[src/rtl/sd_op_seq.sv]
// Program-driven Wishbone master sequencing SD-controller register ops; FETCH 1 cycle, bus op 1+(ack latency+1) cycles.
// Backpressure: each access holds cyc/stb until ack/err or watchdog expiry; start_i is ignored while busy or on done.
module sd_op_seq #(
    parameter int PROG_DEPTH = 32,
    parameter int POLL_LIMIT = 1024,
    parameter int WB_TIMEOUT = 4096,
    localparam int PC_W = $clog2(PROG_DEPTH)
) (
    input  logic            wb_clk_i,
    input  logic            wb_rst_n_i,
    input  logic            start_i,
    input  logic [PC_W-1:0] start_pc_i,
    output logic [PC_W-1:0] op_addr_o,
    input  logic [42:0]     op_data_i,
    output logic            busy_o,
    output logic            done_o,
    output logic [2:0]      err_o,
    output logic [31:0]     rd_dat_o,
    output logic [7:0]      sdc_wb_adr_o,
    output logic [31:0]     sdc_wb_dat_o,
    output logic [3:0]      sdc_wb_sel_o,
    output logic            sdc_wb_we_o,
    output logic            sdc_wb_cyc_o,
    output logic            sdc_wb_stb_o,
    input  logic [31:0]     sdc_wb_dat_i,
    input  logic            sdc_wb_ack_i,
    input  logic            sdc_wb_err_i
);
    localparam int PL_W = $clog2(POLL_LIMIT + 1);
    localparam int WD_W = $clog2(WB_TIMEOUT + 1);
    localparam logic [PC_W-1:0] LAST_PC   = PC_W'(PROG_DEPTH - 1);
    localparam logic [PL_W-1:0] POLL_LAST = PL_W'(POLL_LIMIT - 1);
    localparam logic [WD_W-1:0] WDOG_LAST = WD_W'(WB_TIMEOUT - 1);

    localparam logic [2:0] E_TIMEOUT = 3'd1;
    localparam logic [2:0] E_BUS     = 3'd2;
    localparam logic [2:0] E_POLL    = 3'd3;
    localparam logic [2:0] E_OVERRUN = 3'd4;
    localparam logic [2:0] E_FAIL    = 3'd5;

    typedef enum logic [2:0] {
        OP_HALT, OP_WRITE, OP_READ, OP_POLL_SET, OP_POLL_CLR, OP_WAIT, OP_JUMP, OP_FAIL
    } op_e;
    typedef enum logic [2:0] {ST_IDLE, ST_FETCH, ST_BUS, ST_GAP, ST_DELAY} state_e;

    state_e          state_q, state_d;
    op_e             ir_op_q, ir_op_d;
    logic [PC_W-1:0] pc_q, pc_d;
    logic [23:0]     cnt_q, cnt_d;
    logic [PL_W-1:0] poll_q, poll_d;
    logic [WD_W-1:0] wdog_q, wdog_d;
    logic            cyc_q, cyc_d;
    logic            we_q, we_d;
    logic [7:0]      adr_q, adr_d;
    logic [31:0]     dat_q, dat_d;
    logic [2:0]      err_q, err_d;
    logic            done_q, done_d;
    logic [31:0]     rd_dat_q, rd_dat_d;

    op_e        f_op;
    logic       adv, fail, poll_met;
    logic [2:0] fail_code;

    assign f_op = op_e'(op_data_i[42:40]);
    // dat_q doubles as the poll mask while a POLL access is in flight
    assign poll_met = (ir_op_q == OP_POLL_SET) ? |(sdc_wb_dat_i & dat_q)
                                               : ~|(sdc_wb_dat_i & dat_q);

    always_comb begin
        state_d   = state_q;
        ir_op_d   = ir_op_q;
        pc_d      = pc_q;
        cnt_d     = cnt_q;
        poll_d    = poll_q;
        wdog_d    = wdog_q;
        we_d      = we_q;
        adr_d     = adr_q;
        dat_d     = dat_q;
        err_d     = err_q;
        done_d    = 1'b0;
        rd_dat_d  = rd_dat_q;
        adv       = 1'b0;
        fail      = 1'b0;
        fail_code = 3'd0;
        case (state_q)
            ST_IDLE: begin
                if (start_i && !done_q) begin
                    pc_d    = start_pc_i;
                    err_d   = 3'd0;
                    state_d = ST_FETCH;
                end
            end
            ST_FETCH: begin
                ir_op_d = f_op;
                case (f_op)
                    OP_HALT: begin
                        state_d = ST_IDLE;
                        done_d  = 1'b1;
                    end
                    OP_JUMP: pc_d = op_data_i[PC_W-1:0];
                    OP_WAIT: begin
                        cnt_d   = op_data_i[23:0];
                        state_d = ST_DELAY;
                    end
                    OP_FAIL: begin
                        fail      = 1'b1;
                        fail_code = E_FAIL;
                    end
                    default: begin
                        state_d = ST_BUS;
                        poll_d  = '0;
                        wdog_d  = '0;
                        we_d    = (f_op == OP_WRITE);
                        adr_d   = op_data_i[39:32];
                        dat_d   = op_data_i[31:0];
                    end
                endcase
            end
            ST_BUS: begin
                if (sdc_wb_err_i) begin
                    fail      = 1'b1;
                    fail_code = E_BUS;
                end else if (sdc_wb_ack_i) begin
                    if (ir_op_q != OP_WRITE) rd_dat_d = sdc_wb_dat_i;
                    if (ir_op_q == OP_WRITE || ir_op_q == OP_READ || poll_met) begin
                        adv = 1'b1;
                    end else if (poll_q == POLL_LAST) begin
                        fail      = 1'b1;
                        fail_code = E_POLL;
                    end else begin
                        poll_d  = poll_q + 1'b1;
                        state_d = ST_GAP;
                    end
                end else if (wdog_q == WDOG_LAST) begin
                    fail      = 1'b1;
                    fail_code = E_TIMEOUT;
                end else begin
                    wdog_d = wdog_q + 1'b1;
                end
            end
            ST_GAP: begin
                wdog_d  = '0;
                state_d = ST_BUS;
            end
            ST_DELAY: begin
                if (cnt_q == 24'd0) adv = 1'b1;
                else                cnt_d = cnt_q - 24'd1;
            end
            default: state_d = ST_IDLE;
        endcase

        // the program may not run off the end of the ROM
        if (adv) begin
            if (pc_q == LAST_PC) begin
                fail      = 1'b1;
                fail_code = E_OVERRUN;
            end else begin
                pc_d    = pc_q + 1'b1;
                state_d = ST_FETCH;
            end
        end
        if (fail) begin
            state_d = ST_IDLE;
            err_d   = fail_code;
            done_d  = 1'b1;
        end
        cyc_d = (state_d == ST_BUS);
    end

    always_ff @(posedge wb_clk_i or negedge wb_rst_n_i) begin
        if (!wb_rst_n_i) begin
            state_q  <= ST_IDLE;
            ir_op_q  <= OP_HALT;
            pc_q     <= '0;
            cnt_q    <= '0;
            poll_q   <= '0;
            wdog_q   <= '0;
            cyc_q    <= 1'b0;
            we_q     <= 1'b0;
            adr_q    <= '0;
            dat_q    <= '0;
            err_q    <= '0;
            done_q   <= 1'b0;
            rd_dat_q <= '0;
        end else begin
            state_q  <= state_d;
            ir_op_q  <= ir_op_d;
            pc_q     <= pc_d;
            cnt_q    <= cnt_d;
            poll_q   <= poll_d;
            wdog_q   <= wdog_d;
            cyc_q    <= cyc_d;
            we_q     <= we_d;
            adr_q    <= adr_d;
            dat_q    <= dat_d;
            err_q    <= err_d;
            done_q   <= done_d;
            rd_dat_q <= rd_dat_d;
        end
    end

    assign op_addr_o    = pc_q;
    assign busy_o       = (state_q != ST_IDLE);
    assign done_o       = done_q;
    assign err_o        = err_q;
    assign rd_dat_o     = rd_dat_q;
    assign sdc_wb_adr_o = adr_q;
    assign sdc_wb_dat_o = dat_q;
    assign sdc_wb_sel_o = 4'b1111;
    assign sdc_wb_we_o  = we_q;
    assign sdc_wb_cyc_o = cyc_q;
    assign sdc_wb_stb_o = cyc_q;
endmodule

[config.mk]
export PLATFORM = sky130hd
export DESIGN_NAME = sd_op_seq
export DESIGN_NICKNAME = d
export VERILOG_FILES = /design/src/rtl/sd_op_seq.sv
export SDC_FILE = /design/constraint.sdc
export NUM_CORES = 1
export LEC_CHECK = 0
export BUFFER_PORTS_ARGS = -buffer_cell sky130_fd_sc_hd__buf_2
export CELL_PAD_IN_SITES_DETAIL_PLACEMENT = 1
export CELL_PAD_IN_SITES_GLOBAL_PLACEMENT = 1
export CORE_MARGIN = 4
export CORE_UTILIZATION = 41
export CTS_BUF_LIST = sky130_fd_sc_hd__clkbuf_8
export CTS_CLUSTER_DIAMETER = 30
export CTS_CLUSTER_SIZE = 14
export DETAILED_ROUTE_END_ITERATION = 16
export PLACE_DENSITY = 0.86
export SETUP_SLACK_MARGIN = 0.5
export SLEW_MARGIN = 20
export SYNTH_ARGS = -nofsm -noshare
export SYNTH_HDL_FRONTEND = slang
export SYNTH_SLANG_ARGS = --single-unit
[constraint.sdc]
create_clock -name wb_clk_i -period 4 [get_ports wb_clk_i]
set_clock_uncertainty 0.2 [all_clocks]
set_input_delay 0.2 -clock wb_clk_i [delete_from_list [all_inputs] [get_ports wb_clk_i]]
set_output_delay 0.2 -clock wb_clk_i [all_outputs]
set_load 0.1 [all_outputs]
# Word level (Yosys, flattened, before mapping)
# Cells that the tools add are included.
# totals
register_bits	137
inputBits	85
out_inout_bits	89
word_cells	127
# op_classes
n_addsub	4
n_eq_ne	25
n_mux	59
n_bitwise	3
reduce_logical	23
# op_table
operator	n
$mux 11	5
$mux 13	4
$mux 24	2
$mux 3	16
$pmux 24 s2	1
$pmux 13 s3	1
$and 32x32->32	1
$reduce_or 32->1	1
$logic_not 24->1	1
$sub 24x1->24 const B	1
$pmux 11 s2	1
$mux 5	4
$mux 1	17
$ne 2x2->1 const B	8
$eq 3x2->1 const B	5
$pmux 3 s5	1
$add 13x1->13 const B	1
$eq 13x12->1 const B	1
$eq 3x3->1 const B	4
$add 11x1->11 const B	1
$eq 11x10->1 const B	1
$pmux 5 s2	1
$eq 3x1->1 const B	3
$pmux 3 s3	1
other kinds (21)	32

# Longest topological paths before layout
# Gate-level depths: netlist (run 1).
# logic_depth
ltp_word	13
depth_mapped	11
depth_no_buf	9

# Worst setup path after synthesis (run 1)
# OpenSTA, ideal clock, no wires.
# synth_path
path_type	register to register
start	register sdc_wb_dat_o[0] (netlist name)
end	register wdog_q[9]
setup_ns	0.078
t_arrival_ns	3.305
required_time_ns	3.722
path_slack_ns	0.417
stages_incl_launch_ff	9
path_buffers	1
period_less_slack_ns	3.583
path_cell_list	dfrtp_1 > a22oi_1 > nand4_1 > nor4_4 > mux2_2 > or4_1 > buf_2 > or4_1 > a21oi_1
# synth_rtl
element	line	rtl
end signal, assigned	191	wdog_q <= wdog_d;
end, declared	51	logic [WD_W-1:0] wdog_q, wdog_d;

==> results of run 1 <==
==> flip-flops by register name (all words and copies together) (netlist names) <==
| name | cells |
|---|---|
| done_o | 1 |
| sdc_wb_we_o | 1 |
| rd_dat_o | 32 |
| op_addr_o | 5 |
| state_q | 3 |
| wdog_q | 13 |
| ir_op_q | 3 |
| sdc_wb_dat_o | 32 |
| sdc_wb_adr_o | 8 |
| poll_q | 11 |
| err_o | 3 |
| sdc_wb_cyc_o | 1 |
| cnt_q | 24 |
==> where the power goes <==
part           total, uW  internal (uW)  switching (uW)
Clock               1240            531             713
Sequential          2540           1960             579
Combinational       5140            942            4200
Total               8920           3430            5490
==> timing repair <==
action | in CTS | in global routing
setup buffers | 2 | 0
hold buffers | 83 | 0
pin swaps | 1 | 3
endpoints found under the hold margin | 208 | 0
cloned | 0 | 1
endpoints found under the setup margin | 11 | 19
gates resized for setup | 1 | 6
==> stage by stage <==
step / hold slack (ps) / util, % / cell area, um2 / cells / worst slack, ps
floorplan: -296 / - / 6670 / 709 / 505
global placement: 177 / 48.6 / 7710 / 1067 / 330
detailed placement: 167 / 48.6 / 7710 / 1067 / 279
CTS: 198 / 56.5 / 8970 / 1184 / 610
global route: 274 / 56.7 / 9010 / 1185 / 485
finish: 217 / 56.7 / 9010 / 1185 / 549
==> cell families (layout without fill, tap and decap cells) <==
family / after synthesis / count (layout) / synth area share [%]
xor gates and xnor gates: 9 / 9 / 1.19
muxes: 36 / 36 / 6.07
buffers and inverters: 49 / 308 / 3.21
adders and majority gates: 5 / 5 / 0.943
DFF: 137 / 137 / 51.7
other: 1 / 4 / 0.0565
and+or+nand+nor: 320 / 321 / 22.6
AOI/OAI and AO/OA: 149 / 149 / 14.3
==> layer usage <==
metal  global-route usage, %  wire length (um)
met5                       0                 0
met4                    18.6              1830
met3                    7.62              1830
met2                    56.3             14900
met1                    35.0             10100
==> how the worst min path moves through the flow <==
stage	end	slack, ps	depth (start not counted)
floorplan	cnt_q[0]$_DFFE_PN0P_	-300	0
global placement	err_o[2]$_DFFE_PN0P_	180	1
detailed placement	err_o[1]$_DFFE_PN0P_	170	1
CTS	state_q[0]$_DFF_PN0_	200	5
global route	rd_dat_o[4]$_DFFE_PN0P_	270	2
finish	sdc_wb_dat_o[10]$_DFFE_PN0P_	220	2
==> worst max-delay path: cells and delay by family, from the launching register on <==
family / cells / cell delay (ps)
AO/OA/AOI/OAI: 3 / 700
buffers and inverters: 3 / 610
flip-flops: 1 / 440
multiplexers: 1 / 390
AND/OR/NAND/NOR: 3 / 980
==> cell type report <==
type | count | area [um2] | share of cell area [%]
Sequential cell | 137 | 3460 | 38.4
Multi-Input combinational cell | 524 | 3050 | 33.8
Timing Repair Buffer | 266 | 1790 | 19.8
Tap cell | 216 | 270 | 3.00
Clock buffer | 17 | 234 | 2.60
Clock inverter | 15 | 175 | 1.94
Inverter | 10 | 41.3 | 0.458
==> cell usage in the layout (no fill, tap or decap), types with 7 or more instances in the layout <==
cell type and n:
nor4_1 11, buf_2 168, nor2_1 37, buf_4 14, o31ai_1 8, a22oi_1 13, dfrtp_2 23, dlygate4sd3_1 83
nand4_1 15, a21oi_1 47, dfrtp_1 114, nor3_1 15, clkbuf_8 17, mux2_2 34, inv_1 9, o21ai_0 35
nand2_1 168, nand3_1 20, o2bb2ai_1 7, or3_1 14
==> results.json, run 1 <==
{
  "outcome": "finished, final reports clean",
  "p_leak_uw": 0.00420,
  "dr_total_vias": 6959,
  "final.fill_count": 1876,
  "maxCapViolCount": 0,
  "ios": 174,
  "grt_antenna_before_repair": 0,
  "h-tree-depth": 4,
  "synth_top_area_share_pct": 51.7,
  "critical_path_class": "reg2reg",
  "slew_violations": 0,
  "fmax_mhz": 290,
  "gr-total-overflow": 0,
  "post-route-period-util_pct": 86.3,
  "yosysWarnings": 0,
  "synth_area_leaders": "dfrtp_1, nand2_1, mux2_2",
  "dieHeight_um": 135,
  "routedWlPerCell_um": 24.1,
  "synth.largest_area_cell": "dfrtp_1",
  "endpoint": "cnt_q[22]$_DFFE_PN0P_",
  "critPathRequiredTime_ps": 4170,
  "clock_latency_ps": 490,
  "clkSinkCount": 137,
  "dp_hpwl_um": 16000,
  "drc": 0,
  "synth_flop_cell": "dfrtp_1",
  "startpoint": "sdc_wb_dat_o[4]$_DFFE_PN0P_",
  "synth.most_common_cell": "nand2_1",
  "initial_utilization_pct": 41.8,
  "powerDensity_nw_per_um2": 990,
  "power_uw": 8920,
  "vias_per_cell": 5.87,
  "synthToLayoutAreaGrowth_pct": 35.9,
  "tns_ps": 0,
  "tightest_slew_ps": 1070,
  "core.rowCount": 46,
  "hold_viol_final": 0,
  "grt_pass1_wl_um": 44600,
  "drive_above_1_share_pct": 30.2,
  "synth_seq_cells": 137,
  "cp_slowest_cell": "or3_1",
  "ctsRootBufferMaster": "clkbuf_8",
  "numCtsBuffers": 17,
  "r2r-start": "sdc_wb_dat_o[4]$_DFFE_PN0P_",
  "grt_max_degree": 101,
  "arrival_ps": 3620,
  "diodes": 0,
  "worstRegToRegCells": 10,
  "netlist_area_um2": 6630,
  "path_cells": "a22oi_1 > nand4_1 > nor4_4 > buf_4 > mux2_2 > or3_1 > clkinvlp_4 > buf_4 > o21ai_0 > a22oi_1",
  "endpoint_kind": "flop",
  "min_path_type": "in2async",
  "place.gp.congestion": 0.806,
  "postRouteWirelength_um": 28600,
  "cp_slowest_stage_delay_ps": 460,
  "synth_cells": 706,
  "core-area_um2": 15900,
  "cts_tree": "done",
  "async_reset_ff_share_pct": 100,
  "min_period_ps": 3450,
  "synth_common_cells": "nand2_1, dfrtp_1, a21oi_1, nor2_1, o21ai_0",
  "drtAntennaViolNets": 0,
  "ir_drop_uv": 900,
  "dr.pass1.iters": 5,
  "synth-edff-count": 0,
  "cp_max_fo": 11,
  "rsz0062_at_grt": "yes",
  "synth_cell_types": 55,
  "die_w_um": 135,
  "grt_use_total_pct": 32.0,
  "synth-seq-area-share_pct": 51.7,
  "postSynthAreaPerCell_um2": 9.39,
  "nets": 1046,
  "clkTransAtPathRegs_ps": 110,
  "relSlewSlack_pct": 28.4,
  "r2r-end": "cnt_q[22]$_DFFE_PN0P_",
  "dr.first_iter.drc_count": 493,
  "grt_pass1_vias": 7762,
  "finalSetupViolations": 0,
  "clock_path_buffers": 2,
  "dieArea_um2": 18300,
  "port_buffers": 169,
  "r2r_setup_slack_ps": 550,
  "crit_path_start_kind": "flop"
}
Power figures use the tool's default switching activity.
==> run 2, diff against run 1 <==
ABC_AREA = 1   (was not set)
PLACE_DENSITY = 0.87   (was 0.86)
SLEW_MARGIN = not set   (was 20)
TNS_END_PERCENT = 50   (was not set)
==> run 2 against run 1 <==
  * Register-to-register slack improved by 280 ps
  * Count of clock-buffer cells in the layout did not move
  * Flip-flop and latch count stayed put
  * Cell area up 2.9%
  * Synthesized area up 5.9%
  * Synthesized cell count increased by 17%
  * Core utilization decreased by 1.2 points
  * Routed wire length down 11%
==> results.json, run 2 <==
{
  "grt_pass1_wl_um": 41300,
  "synth_area_leaders": "dfrtp_1, nand2_1, mux2_4",
  "clock_latency_ps": 460,
  "whs_ps": 70.8,
  "async_reset_ff_share_pct": 100,
  "synth_flop_cell": "dfrtp_1",
  "cp_slowest_cell": "dlygate4sd3_1",
  "grt_use_total_pct": 27.0,
  "final.fill_count": 2021,
  "path_cells": "inv_2 > nand2_1 > nor2_2 > inv_2 > nor2_8 > inv_2 > buf_4 > nand2_1 > o31ai_1 > dlygate4sd3_1",
  "synth-edff-count": 0,
  "min_path_type": "in2reg",
  "synth.most_common_cell": "nand2_1",
  "core.rowCount": 47,
  "initial_utilization_pct": 42.0,
  "synth-seq-area-share_pct": 48.8,
  "clock_path_buffers": 2,
  "maxCapViolCount": 0,
  "arrival_ps": 3310,
  "synthToLayoutAreaGrowth_pct": 32.1,
  "endpoint_kind": "flop",
  "clkSinkCount": 137,
  "drtAntennaViolNets": 0,
  "cts_resized": 0,
  "dp_hpwl_um": 16000,
  "cp_max_fo": 54,
  "yosysWarnings": 0,
  "cp_slowest_stage_delay_ps": 550,
  "grt_max_degree": 93,
  "tightest_slew_ps": 891,
  "dieHeight_um": 139,
  "drc": 0,
  "outcome": "finished, final reports clean",
  "tns_ps": 0,
  "dr.first_iter.drc_count": 372,
  "post-route-period-util_pct": 79.2,
  "numCtsBuffers": 17,
  "postLayoutSetupSlackWorst_ps": 832,
  "port_buffers": 169,
  "finalSetupViolations": 0,
  "synth_seq_cells": 137,
  "h-tree-depth": 4,
  "ctsRootBufferMaster": "clkbuf_8",
  "vias_per_cell": 5.24,
  "critPathRequiredTime_ps": 4140,
  "die_w_um": 139,
  "layout_common_cells": "nand2_1, buf_2, dfrtp_1, dlygate4sd3_1, nor2_1",
  "fmax_mhz": 316,
  "postRouteWirelength_um": 25400,
  "dieArea_um2": 19300,
  "synth.largest_area_cell": "dfrtp_1",
  "gr-total-overflow": 0,
  "rsz0062_at_grt": "no",
  "synth_cell_types": 44,
  "clkTransAtPathRegs_ps": 90,
  "cts_tree": "done",
  "grt_antenna_before_repair": 2,
  "crit_path_start_kind": "flop",
  "hold_viol_final": 0,
  "ios": 174,
  "cts_setup_buffers": 0,
  "core-area_um2": 16700,
  "cts_hold_buf": 83,
  "synth_cells": 828,
  "min_period_ps": 3170,
  "relSlewSlack_pct": 40.6,
  "crit_top_cell": "inv_2",
  "drive_above_1_share_pct": 24.4,
  "synth_common_cells": "nand2_1, dfrtp_1, nor2_1, inv_1, o21ai_1",
  "nets": 1170,
  "dr.pass1.iters": 5,
  "routedWlPerCell_um": 19.3,
  "slew_violations": 0,
  "synth_top_area_share_pct": 48.8,
  "postSynthAreaPerCell_um2": 8.48,
  "dp_slack_ps": 1330,
  "dr_total_vias": 6890,
  "layout_commonest_cell": "nand2_1",
  "critical_path_class": "reg2reg",
  "netlist_area_um2": 7020,
  "grt_pass1_vias": 7546,
  "place.gp.congestion": 0.858
}
-- run 2: cell types whose count changed in the layout (fill, tap and decap cells not counted), moves of 14 or more --
cell / change
xor2_1: +16
mux2_2: -34
inv_1: +56
nor2_1: +39
mux2_4: +30
or3_1: -14
o21ai_1: +41
a21oi_1: -23
dfrtp_1: +23
dfrtp_2: -23
nand2_1: +82
-- run 2: cells by family after synthesis --
| kind of cell | synth area share, % |
|---|---|
| simple gates | 23.0 |
| flops | 48.8 |
| compound gates | 10.1 |
| buf+inv | 6.58 |
| mux | 7.32 |
| xor+xnor | 3.24 |
| fa+ha+maj | 0.891 |
| other cells | 0.0534 |
-- run 2: per-stage QoR --
| stage | std cells | instance area (um2) | utilization (%) |
|---|---|---|---|
| finish | 1315 | 9280 | 55.5 |
| global route | 1315 | 9280 | 55.5 |
| CTS | 1313 | 9270 | 55.5 |
| detailed placement | 1198 | 8050 | 48.2 |
| global placement | 1198 | 8050 | 48.2 |
| floorplan | 831 | 7030 | - |
-- run 2: routing by layer --
layer | wire length, um | track usage [%]
met5 | 0 | 0
met3 | 1150 | 4.90
met4 | 962 | 12.2
met1 | 10500 | 33.1
met2 | 12800 | 46.3
-- run 2: final cells by class --
| class | count | area [um2] | share of cell area [%] |
|---|---|---|---|
| Clock inverter | 15 | 156 | 1.69 |
| Inverter | 78 | 295 | 3.18 |
| Clock buffer | 17 | 234 | 2.52 |
| Multi-Input combinational cell | 588 | 3150 | 34.0 |
| Sequential cell | 137 | 3430 | 37.0 |
| Tap cell | 220 | 275 | 2.97 |
| Antenna cell | 2 | 5.00 | 0.0540 |
| Timing Repair Buffer | 258 | 1730 | 18.6 |
-- run 2: final timing paths --
| check | start | endpoint | slack, ps | depth (start not counted) |
|---|---|---|---|---|
| worst min-delay path | sdc_wb_ack_i | err_o[0]$_DFFE_PN0P_ | 70 | 5 |
| worst max-delay path | state_q[2]$_DFF_PN0_ | sdc_wb_we_o$_DFFE_PN0P_ | 830 | 10 |
| worst max register to register | state_q[2]$_DFF_PN0_ | sdc_wb_we_o$_DFFE_PN0P_ | 830 | 10 |
| worst min register to register | sdc_wb_adr_o[2]$_DFFE_PN0P_ | sdc_wb_adr_o[2]$_DFFE_PN0P_ | 290 | 2 |
| max in group asynchronous | wb_rst_n_i | poll_q[10]$_DFFE_PN0P_ | 2470 | 3 |
| min in group asynchronous | wb_rst_n_i | sdc_wb_dat_o[12]$_DFFE_PN0P_ | 200 | 2 |
-- run 2: critical path: cells and delay by family, from the launching register on --
family / cells / cell delay (ps)
compound gates: 1 / 60
buf+inv: 5 / 1220
flops: 1 / 410
simple gates: 4 / 1150
Power of run 2 is left out: the tool's default activity adds up to more than one toggle a clock period on the data nets, which glitch-free logic cannot reach.
==> run 3, diff against run 2 <==
ABC_AREA = 0   (was 1)
PLACE_DENSITY = 0.86   (was 0.87)
clock period = 3.2 ns   (was 4 ns; I/O delays follow)
==> run 3 against run 2 <==
  * The run now ends with setup timing left
  * Cell area is 9.4% higher
  * Hold slack improved by 3.5 ps
  * Via count is 15% higher
  * Critical path depth is 3 lower
==> results.json, run 3 (synthesis results as in run 1) <==
{
  "numCtsBuffers": 17,
  "critPathBufInv": 0,
  "dieHeight_um": 135,
  "initial_utilization_pct": 41.8,
  "dr_total_vias": 7894,
  "post-route-period-util_pct": 107,
  "drive_above_1_share_pct": 42.0,
  "place.gp.congestion": 0.846,
  "relSlewSlack_pct": 33.5,
  "final_cells": 1232,
  "p_leak_uw": 0.00463,
  "layout_commonest_cell": "buf_2",
  "core.rowCount": 46,
  "post_dp_cell_area_um2": 7960,
  "min_path_type": "in2async",
  "grt_pass1_wl_um": 48800,
  "outcome": "finished, violations left",
  "die_w_um": 135,
  "ios": 174,
  "grt_use_total_pct": 35.3,
  "clkSinkCount": 137,
  "cp_slowest_stage_delay_ps": 730,
  "gr-total-overflow": 0,
  "clock_latency_ps": 490,
  "violations": "setup timing",
  "postLayoutSetupSlackWorst_ps": -238,
  "endpoint_kind": "flop",
  "dp.cells": 1093,
  "cp_max_fo": 6,
  "critical_path_class": "reg2reg",
  "hold_viol_final": 0,
  "routedWlPerCell_um": 30.0,
  "postRouteWirelength_um": 37000,
  "layout_common_cells": "buf_2, nand2_1, dfrtp_1, dlygate4sd3_1, buf_4",
  "cp_slowest_cell": "nor4_1",
  "cts_tree": "done",
  "min_period_ps": 3440,
  "dieArea_um2": 18300,
  "slew_violations": 0,
  "arrival_ps": 3610,
  "crit_path_start_kind": "flop",
  "h-tree-depth": 4,
  "powerDensity_nw_per_um2": 1210,
  "port_buffers": 169,
  "ctsRootBufferMaster": "clkbuf_8",
  "synthToLayoutAreaGrowth_pct": 53.1,
  "drtAntennaViolNets": 0,
  "grt_antenna_before_repair": 1,
  "nets": 1092,
  "maxCapViolCount": 0,
  "fin_area_um2": 10200,
  "dr.pass1.iters": 5,
  "path_cells": "nor4_1 > nand4_1 > nor3_1 > nand2_1 > nor2_1 > a21oi_1 > o22a_1",
  "dp_hpwl_um": 16100,
  "clkTransAtPathRegs_ps": 100,
  "crit_family": "simple AND/OR/NAND/NOR gates",
  "tightest_slew_ps": 996,
  "finalSetupViolations": 36,
  "clock_path_buffers": 2,
  "vias_per_cell": 6.41,
  "dr.first_iter.drc_count": 798,
  "core-area_um2": 15900,
  "rsz0062_at_grt": "yes",
  "ir_drop_uv": 955,
  "grt_max_degree": 71,
  "fmax_mhz": 291,
  "critPathRequiredTime_ps": 3370,
  "drc": 0,
  "grt_pass1_vias": 8291
}
-- run 3: timing repair --
| action | in CTS | in global routing |
|---|---|---|
| buffers inserted | 9 | 8 |
| hold buffers | 83 | 0 |
| resized for setup | 81 | 74 |
| hold endpoints to repair | 178 | 0 |
| cloned | 5 | 1 |
| setup endpoints to repair | 56 | 80 |
| pin swaps | 19 | 49 |
-- run 3: worst register-to-register path, stage by stage (launching register included) --
cell and delay (ps):
dfrtp_1 450, nor4_1 730, nand4_1 440, nor3_1 520, nand2_1 280, nor2_1 290
a21oi_1 170, o22a_1 240
-- run 3: final cells by class --
type,count,area (um2)
fill,1741,5730
multi-input combinational,524,3570
sequential,137,3490
timing repair buffer,312,2340
tap,216,270
clock buffer,17,234
clock inverter,15,199
inverter,10,45.0
antenna,1,2.50
-- run 3: final timing paths --
check	start	end	slack, ps	cells past startpoint
min in group wb_clk_i	op_data_i[41]	sdc_wb_adr_o[0]$_DFFE_PN0P_	200	5
max reg2reg	cnt_q[8]$_DFFE_PN0P_	cnt_q[21]$_DFFE_PN0P_	-240	7
max in group asynchronous	wb_rst_n_i	state_q[1]$_DFF_PN0_	1840	3
min reg2reg	sdc_wb_adr_o[0]$_DFFE_PN0P_	sdc_wb_adr_o[0]$_DFFE_PN0P_	280	2
min	wb_rst_n_i	err_o[1]$_DFFE_PN0P_	70	2
max	cnt_q[8]$_DFFE_PN0P_	cnt_q[21]$_DFFE_PN0P_	-240	7
-- run 3: metal layers --
layer	global-route usage [%]	routed length, um	vias to the layer above
met5	0	0	-
met4	23.0	3580	0
met3	7.99	2810	282
met2	60.9	18100	615
met1	39.2	12500	3889
li1	-	-	3108
-- run 3: where the power goes --
| group | switching [uW] | internal [uW] | leakage [uW] |
|---|---|---|---|
| combinational | 5720 | 1610 | 0.00273 |
| sequential | 844 | 2470 | 0.00168 |
| clock | 890 | 740 | 0.000219 |
-- run 3: through the flow --
stage	utilization (%)	worst slack, ps	power [uW]	TNS, ps	hold WS [ps]
floorplan	-	-111	7990	-747	-336
global placement	50.1	46.9	9170	0	23.3
detailed placement	50.1	-75.5	9330	-317	24.1
CTS	60.9	-48.0	11300	-158	86.7
global route	63.9	-307	12600	-7740	129
finish	63.9	-238	12300	-5900	74.3
